## config.mk

```make
export PLATFORM = sky130hd
export DESIGN_NAME = pc_fetch
export DESIGN_NICKNAME = d
export VERILOG_FILES = /design/src/rtl/pc_fetch_pkg.sv /design/src/rtl/pc_fetch_if_id_reg.sv /design/src/rtl/pc_fetch.sv
export SDC_FILE = /design/constraint.sdc
export NUM_CORES = 1
export LEC_CHECK = 0
export BUFFER_PORTS_ARGS = -buffer_cell sky130_fd_sc_hd__buf_2
export CAP_MARGIN = 0
export CORE_ASPECT_RATIO = 1.4
export CORE_MARGIN = 1
export CORE_UTILIZATION = 48
export DETAILED_ROUTE_END_ITERATION = 10
export GPL_TIMING_DRIVEN = 0
export HOLD_SLACK_MARGIN = 0.1
export PLACE_DENSITY = 0.74
export SYNTH_ARGS = -nofsm -noshare
export SYNTH_HDL_FRONTEND = slang
export SYNTH_HIERARCHICAL = 1
export SYNTH_SLANG_ARGS = --single-unit
```

## constraint.sdc

```tcl
create_clock -name clk -period 2.45 [get_ports clk]
set_clock_uncertainty 0.15 [all_clocks]
set_input_delay 0.49 -clock clk [delete_from_list [all_inputs] [get_ports clk]]
set_output_delay 0.49 -clock clk [all_outputs]
set_load 0.05 [all_outputs]
```

## src/rtl/pc_fetch_pkg.sv

```systemverilog
// rtl/pc_fetch_pkg.sv - shared types and constants for the IF-stage fetch controller
// Purpose: fetch FSM state encoding, default reset PC / NOP word, word-align helper.
package pc_fetch_pkg;

  typedef enum logic [1:0] {
    IF_BOOT = 2'd0,
    IF_REQ  = 2'd1,
    IF_WAIT = 2'd2,
    IF_HOLD = 2'd3
  } if_state_e;

  localparam logic [31:0] RESET_PC_DEF = 32'h0000_0000;
  localparam logic [31:0] NOP_INST_DEF = 32'h0000_0013;

  function automatic logic [31:0] word_align(input logic [31:0] addr);
    return {addr[31:2], 2'b00};
  endfunction

endpackage

```

## src/rtl/pc_fetch_if_id_reg.sv

```systemverilog
// rtl/pc_fetch_if_id_reg.sv - IF/ID pipeline register with load, hold and flush
// Purpose: holds the instruction handed to decode.
// Ports:
//   clk, rst_n         clock, async active-low reset
//   flush_i            kill contents (valid=0, inst=NOP); highest priority
//   load_i             capture pc_i/inst_i as a live instruction
//   stall_i            hold contents when nothing loads; otherwise insert a bubble
//   pc_i, inst_i       data to load
//   valid_o, pc_o, inst_o  register contents
module pc_fetch_if_id_reg #(
  parameter logic [31:0] NOP_INST = 32'h0000_0013
) (
  input  logic        clk,
  input  logic        rst_n,
  input  logic        flush_i,
  input  logic        load_i,
  input  logic        stall_i,
  input  logic [31:0] pc_i,
  input  logic [31:0] inst_i,
  output logic        valid_o,
  output logic [31:0] pc_o,
  output logic [31:0] inst_o
);

  logic        valid_q;
  logic [31:0] pc_q;
  logic [31:0] inst_q;

  always_ff @(posedge clk or negedge rst_n) begin
    if (!rst_n) begin
      valid_q <= 1'b0;
      pc_q    <= '0;
      inst_q  <= NOP_INST;
    end else if (flush_i) begin
      valid_q <= 1'b0;
      inst_q  <= NOP_INST;
    end else if (load_i) begin
      valid_q <= 1'b1;
      pc_q    <= pc_i;
      inst_q  <= inst_i;
    end else if (!stall_i) begin
      // Decode consumed the old entry and nothing new arrived: bubble.
      valid_q <= 1'b0;
    end
  end

  assign valid_o = valid_q;
  assign pc_o    = pc_q;
  assign inst_o  = inst_q;

endmodule

```

## src/rtl/pc_fetch.sv

```systemverilog
// rtl/pc_fetch.sv - PC register and instruction-fetch controller for the IF stage
// Purpose: issues one word fetch at a time (req/ack + rvalid), fills IF/ID, handles
//   stall (via a one-entry skid buffer), redirect/flush and stale responses.
// Ports:
//   clk, rst_n                    clock, async active-low reset
//   Stall, Redirect, RedirectPc   hazard stall; taken branch/jump and its target
//   ImemReq/ImemAddr/ImemAck      fetch request channel
//   ImemRvalid/ImemRdata          fetch response channel
//   IfValid/IfPc/IfPc4/IfInst     IF/ID register contents
//   FetchMisalign                 one-cycle pulse for a misaligned redirect target
module pc_fetch
  import pc_fetch_pkg::*;
#(
  parameter logic [31:0] RESET_PC = RESET_PC_DEF,
  parameter logic [31:0] NOP_INST = NOP_INST_DEF
) (
  input  logic        clk,
  input  logic        rst_n,
  input  logic        Stall,
  input  logic        Redirect,
  input  logic [31:0] RedirectPc,
  output logic        ImemReq,
  output logic [31:0] ImemAddr,
  input  logic        ImemAck,
  input  logic        ImemRvalid,
  input  logic [31:0] ImemRdata,
  output logic        IfValid,
  output logic [31:0] IfPc,
  output logic [31:0] IfPc4,
  output logic [31:0] IfInst,
  output logic        FetchMisalign
);

  if_state_e   state_q, state_d;
  logic [31:0] pc_q, pc_d;
  logic        kill_q, kill_d;
  logic        misalign_q;
  logic [31:0] skid_pc_q, skid_inst_q;
  logic        skid_we;

  logic        ifid_load;
  logic [31:0] ifid_pc;
  logic [31:0] ifid_inst;
  logic        if_valid;

  always_ff @(posedge clk or negedge rst_n) begin
    if (!rst_n) begin
      state_q     <= IF_BOOT;
      pc_q        <= RESET_PC;
      kill_q      <= 1'b0;
      misalign_q  <= 1'b0;
      skid_pc_q   <= '0;
      skid_inst_q <= NOP_INST;
    end else begin
      state_q    <= state_d;
      pc_q       <= pc_d;
      kill_q     <= kill_d;
      misalign_q <= Redirect & (|RedirectPc[1:0]);
      if (skid_we) begin
        skid_pc_q   <= pc_q;
        skid_inst_q <= ImemRdata;
      end
    end
  end

  always_comb begin
    state_d   = state_q;
    pc_d      = pc_q;
    kill_d    = kill_q;
    skid_we   = 1'b0;
    ifid_load = 1'b0;
    ifid_pc   = pc_q;
    ifid_inst = ImemRdata;

    unique case (state_q)
      IF_BOOT: state_d = IF_REQ;
      IF_REQ: begin
        if (ImemAck) begin
          state_d = IF_WAIT;
          // The accepted address is the old Pc; its response must not reach IF/ID.
          kill_d  = Redirect;
        end
      end
      IF_WAIT: begin
        if (ImemRvalid) begin
          if (kill_q || Redirect) begin
            kill_d  = 1'b0;
            state_d = IF_REQ;
          end else if (!Stall || !if_valid) begin
            ifid_load = 1'b1;
            pc_d      = pc_q + 32'd4;
            state_d   = IF_REQ;
          end else begin
            // IF/ID is occupied and held; park the response rather than lose it.
            skid_we = 1'b1;
            state_d = IF_HOLD;
          end
        end else if (Redirect) begin
          kill_d = 1'b1;
        end
      end
      IF_HOLD: begin
        if (Redirect) begin
          state_d = IF_REQ;
        end else if (!Stall) begin
          ifid_load = 1'b1;
          ifid_pc   = skid_pc_q;
          ifid_inst = skid_inst_q;
          pc_d      = pc_q + 32'd4;
          state_d   = IF_REQ;
        end
      end
      default: state_d = IF_BOOT;
    endcase

    if (Redirect) pc_d = word_align(RedirectPc);
  end

  pc_fetch_if_id_reg #(
    .NOP_INST(NOP_INST)
  ) u_if_id (
    .clk    (clk),
    .rst_n  (rst_n),
    .flush_i(Redirect),
    .load_i (ifid_load),
    .stall_i(Stall),
    .pc_i   (ifid_pc),
    .inst_i (ifid_inst),
    .valid_o(if_valid),
    .pc_o   (IfPc),
    .inst_o (IfInst)
  );

  assign ImemReq       = (state_q == IF_REQ);
  assign ImemAddr      = pc_q;
  assign IfValid       = if_valid;
  assign IfPc4         = IfPc + 32'd4;
  assign FetchMisalign = misalign_q;

endmodule

```

-- Word-level counts from Yosys, hierarchy flattened
Index checks and enable logic that the tools add are counted.
- $add $sub $neg: 2
- multiply operators: 0
- div/mod/pow operators: 0
- order comparisons: 0
- equality and inequality tests: 11
- shifts and indexed selects: 0
- mux-type cells: 37
- bitwise gates (word level): 2
- reductions and logical operators: 13
- operator list (operator ; number):
    32-bit two-way mux ; 11
    32-bit by 3-bit adder with 32-bit output, second input constant ; 2
    32-bit one-hot mux with 2 select lines ; 1
    1-bit two-way mux ; 16
    3-bit != test, second input constant ; 5
    2-bit two-way mux ; 6
    2-bit one-hot mux with 4 select lines ; 1
    5-bit AND reduction ; 1
    2-bit equality test, second input constant ; 2
    1-bit one-hot mux with 2 select lines ; 2
    4-bit AND reduction ; 1
    2-bit nonzero test ; 2
    3-bit by 1-bit != test with 1-bit output, second input constant ; 1
    3-bit AND reduction ; 1
    3-bit nonzero test ; 1
    2-bit by 1-bit equality test with 1-bit output, second input constant ; 1
    1-bit zero test ; 2
    2-bit zero test ; 1
    1-bit logical OR ; 2
    2-bit by 1-bit != test with 1-bit output, second input constant ; 1
    2-bit != test, second input constant ; 1
    2-bit AND reduction ; 1
    2-bit OR reduction ; 1
    1-bit bitwise AND ; 1
    1-bit NOT ; 1
- bits in registers: 165
- latch bits: 0
- RAM bits: 0
- memory bits (read-only): 0
- input bits: 70
- word-level logic and storage cells: 74
- memories: 0

-- Depth between registers and ports, before layout
- word-level depth: 8
- gate-level depth with buffers: 11
- depth with buffers taken out: 8

-- By module
Netlist, hierarchy kept.
- by module, submodules not included (module ; times used ; cells an instance ; area an instance (um^2) ; sequential area each (um^2)):
    pc_fetch ; 1 ; 514 ; 5646.7 ; 2406.1
    pc_fetch_if_id_reg ; 1 ; 176 ; 2657.5 ; 1630.3

-- Least setup slack after synthesis
OpenSTA, ideal clock, no wires.
- path kind: reg-to-output
- start: register u_if_id.pc_q[2], in the netlist u_if_id/pc_o[2]
- end: output IfPc4[24]
- arrival time: 2.819 ns
- data required time: 1.810 ns
- setup slack: -1.009 ns
- stages on the path, launching flop included: 8
- path buffers: 1
- path through: dfrtp_1 ha_1 and4_1 nor3b_1 and2_1 clkbuf_1 nand4_1 xnor2_1
- longest elaborated chain between the ends: 1
- RTL lines (element ; line ; RTL):
    start, declared ; pc_fetch_if_id_reg.sv:26 ; logic [31:0] pc_q;
    start signal, assigned ; pc_fetch_if_id_reg.sv:39 ; pc_q <= pc_i;
    32-bit by 3-bit adder with 32-bit output ; pc_fetch.sv:137 ; assign IfPc4 = IfPc + 32'd4;
    end, declared ; pc_fetch.sv:29 ; output logic [31:0] IfPc4,
Every way passes these cells.

-- Final worst setup path
- start: register u_if_id.pc_q[3], in the netlist u_if_id/pc_o[3]
- end: output IfPc4[26]
Same word-level chain as after synthesis.

==> metrics.md <==
| Metric | Value |
|---|---|
| Vias/cell | 5.34 |
| Antenna violations before repair | 1 |
| Wire per inst | 17.8 um |
| Remaining antenna violation count after routing | 0 |
| Least-Margin Pin Slew | 0.636 ns |
| Fillcell total | 1300 |
| I/O pin cnt | 201 |
| Critical path peak fanout | 7 |
| Maximum capacitance violations | 0 |
| Crit end category | output pin |
| Area grow syn2layout | 34.9% |
| Total track usage | 0.237 |
| Layout Nets | 1007 |
| Vias in the first global route | 6116 |
| Final Wtd Congestion | 0.812 |
| CTS tree | yes |
| TritonRoute pass-1 iters | 4 |
| R2R Path Start | state_q[0] |
| Final-report setup violation count | 21 |
| Fmax | 0.346 GHz |
| Hold path depth | 3 |
| Yosys top cell area share | 0.467 |
| Chip height | 158 um |
| Crit start category | flop |
| First-pass GRT wire length | 32300 um |
| Setup slack at placement | -0.520 ns |
| R2R cell count | 8 |
| Synth warn | 6 |
| Post-synth ARST share | 1.00 |
| Worst Path Required | 1.81 ns |
| RSZ-0062 raised after global routing | yes |
| Final Hold Viols | 0 |
| Slew HR | 0.576 |
| Die width | 113 um |
| CTS clk-pin slew, worst paths | 0.06 ns |
| Clk_lat worst skew | 0.42 ns |
| Fin. max-slew vios | 0 |
| Tot Pwr | 11.7 mW |
| Fin worst setup slack | -0.444 ns |
| Post-DP HPWL | 14400 um |
| FF-to-FF setup slack | 0.07 ns |
| Failing checks | setup timing |
| Synthesized netlist cell count | 690 |
| Most frequent cells after synthesis | dfrtp_1, mux2_2, nor2_1, nand2_1, xnor2_1 |
| Final Cycle Share | 1.18 |
| Residual DRC | 0 |
| Most area-consuming cells after synthesis | dfrtp_1, mux2_2, mux2_4 |
| Hold crit path type | primary input to flop |
| Via count | 6124 |
| Core footprint | 16800 um^2 |
| Register area share after synthesis | 0.486 |
| Status | complete, but fails checks |
| DIE AREA | 17800 um^2 |
| CTS Buf Count | 17 |
| Most frequent cell after synthesis | dfrtp_1 |
| Cell Area, Synth | 8300 um^2 |
| Syn Area/Cell | 12.0 um^2 |
| Initial DRC count | 268 |
| Clock Tree Root | clkbuf_16 |
| CTS Sinks | 161 |
| Starting density of the core | 0.494 |
| Clock buffer depth | 2 |
| Yosys cell types | 52 |
| Leakage | 5.25 nW |
| Reg2Reg Capture Point | ImemAddr[29] |
| Share of cells above drive strength 1 | 0.558 |
| H-Tree Level Count | 4 |
| Hold Path Sink | ImemAddr[14] |
| Detailed Route WL | 20500 um |
| Port Buf Inserts | 197 |
| # rows | 56 |
| Worst VDD drop | 0.615 mV |
| Register bit total from synthesis | 161 |
| Largest net degree at the start of global routing | 83 |
| Prevailing post-synth register cell | dfrtp_1 |
| Min-Delay Startpoint | RedirectPc[14] |
| Setup CP Type | flop to output pin |
| Final min period | 2.89 ns |
| ANT cells | 0 |
| Cell taking the most area after synthesis | dfrtp_1 |
| Grt total ovfl | 0 |
| EDFF count, synth | 0 |
| Power Density | 1040 nW/um^2 |
| Worst Path Arrival | 2.25 ns |
| Setup TNS | -7.06 ns |
sequential cells by signal, summed over array words and instances (netlist names), 2 cells and up:
signal          flops
skid_inst_q        32
u_if_id/inst_o     32
state_q             2
skid_pc_q          30
ImemAddr           30
u_if_id/pc_o       32
worst max-delay path by stage:
stage	endpoint	slack, ns	depth (start not counted)	startpoint
3_3_place_gp	u_if_id/pc_o[23]	-2.07	1	rst_n
5_1_grt	IfPc4[20]	-0.56	7	u_if_id/pc_o[2]
6_report	IfPc4[26]	-0.44	8	u_if_id/pc_o[3]
2_1_floorplan	IfPc4[24]	-0.29	7	u_if_id/pc_o[2]
4_1_cts	IfPc4[20]	-0.56	8	u_if_id/pc_o[2]
3_5_place_dp	u_if_id/pc_o[12]	-0.52	6	state_q[0]
cell type report:
class,count,area [um^2],area share
Clock buffer,22,474,0.0423
Multi-Input combinational cell,479,4580,0.409
Inverter,9,33.8,0.00302
Tap cell,203,254,0.0227
Sequential cell,161,4060,0.363
Timing Repair Buffer,224,1380,0.123
Clock inverter,10,133,0.0118
Buffer,39,279,0.0249
report_power, final:
group / switching (mW) / total (mW) / leakage [nW] / internal, mW
clock network: 1.04 / 2.72 / 0.292 / 1.68
registers: 0.694 / 3.79 / 2.09 / 3.10
logic: 3.24 / 5.15 / 2.87 / 1.91
total: 4.98 / 11.7 / 5.25 / 6.68
per-stage QoR:
step / instances / utilization / instance area [um^2] / hold WS, ns
6_report: 1147 / 0.666 / 11200 / 0.129
5_1_grt: 1147 / 0.666 / 11200 / 0.107
4_1_cts: 1138 / 0.656 / 11000 / 0.111
3_5_place_dp: 1094 / 0.598 / 10100 / 0.340
3_3_place_gp: 1093 / 0.596 / 10000 / 0.333
2_1_floorplan: 693 / - / 8780 / 0.0444
critical path, cell delays in order, from the launching register on:
cell     delay (ns)
dfrtp_2        0.41
ha_4           0.14
and4_4         0.22
nor3b_4        0.25
and2_4         0.24
buf_4          0.13
nand3_4        0.10
xnor2_4        0.16
buf_6          0.17
cell families after synthesis:
group	share of synthesized area
xor+xnor	0.0570
simple gates	0.114
compound gates	0.0350
flops	0.486
mux	0.265
fa+ha+maj	0.00904
other cells	0.000452
buf+inv	0.0330
placed cells by master, fill, tap and decap left out, types with 17 or more instances in the layout:
cell       instances
nand3_1           17
buf_2            178
nor2_1            39
o21ai_0           27
dfrtp_1          134
nand2_1           41
mux2i_1           30
clkbuf_16         17
buf_6             26
xnor2_1           20
mux2_4            30
dfrtp_2           21
nand4_1           19
buf_4             34
mux2_2           129
routing by layer:
| layer | GRT usage | wire length (um) |
|---|---|---|
| met5 | 0 | 10 |
| met4 | 0.0852 | 344 |
| met2 | 0.416 | 10900 |
| met1 | 0.281 | 8280 |
| met3 | 0.0582 | 950 |
what timing repair did:
| action | CTS | global route |
|---|---|---|
| setup endpoints to repair | 151 | 148 |
| hold buffers | 1 | 0 |
| gates resized for setup | 80 | 25 |
| pin swaps | 10 | 11 |
| endpoints found under the hold margin | 76 | 0 |
| buffers inserted | 13 | 14 |
Power figures use the tool's default switching activity.
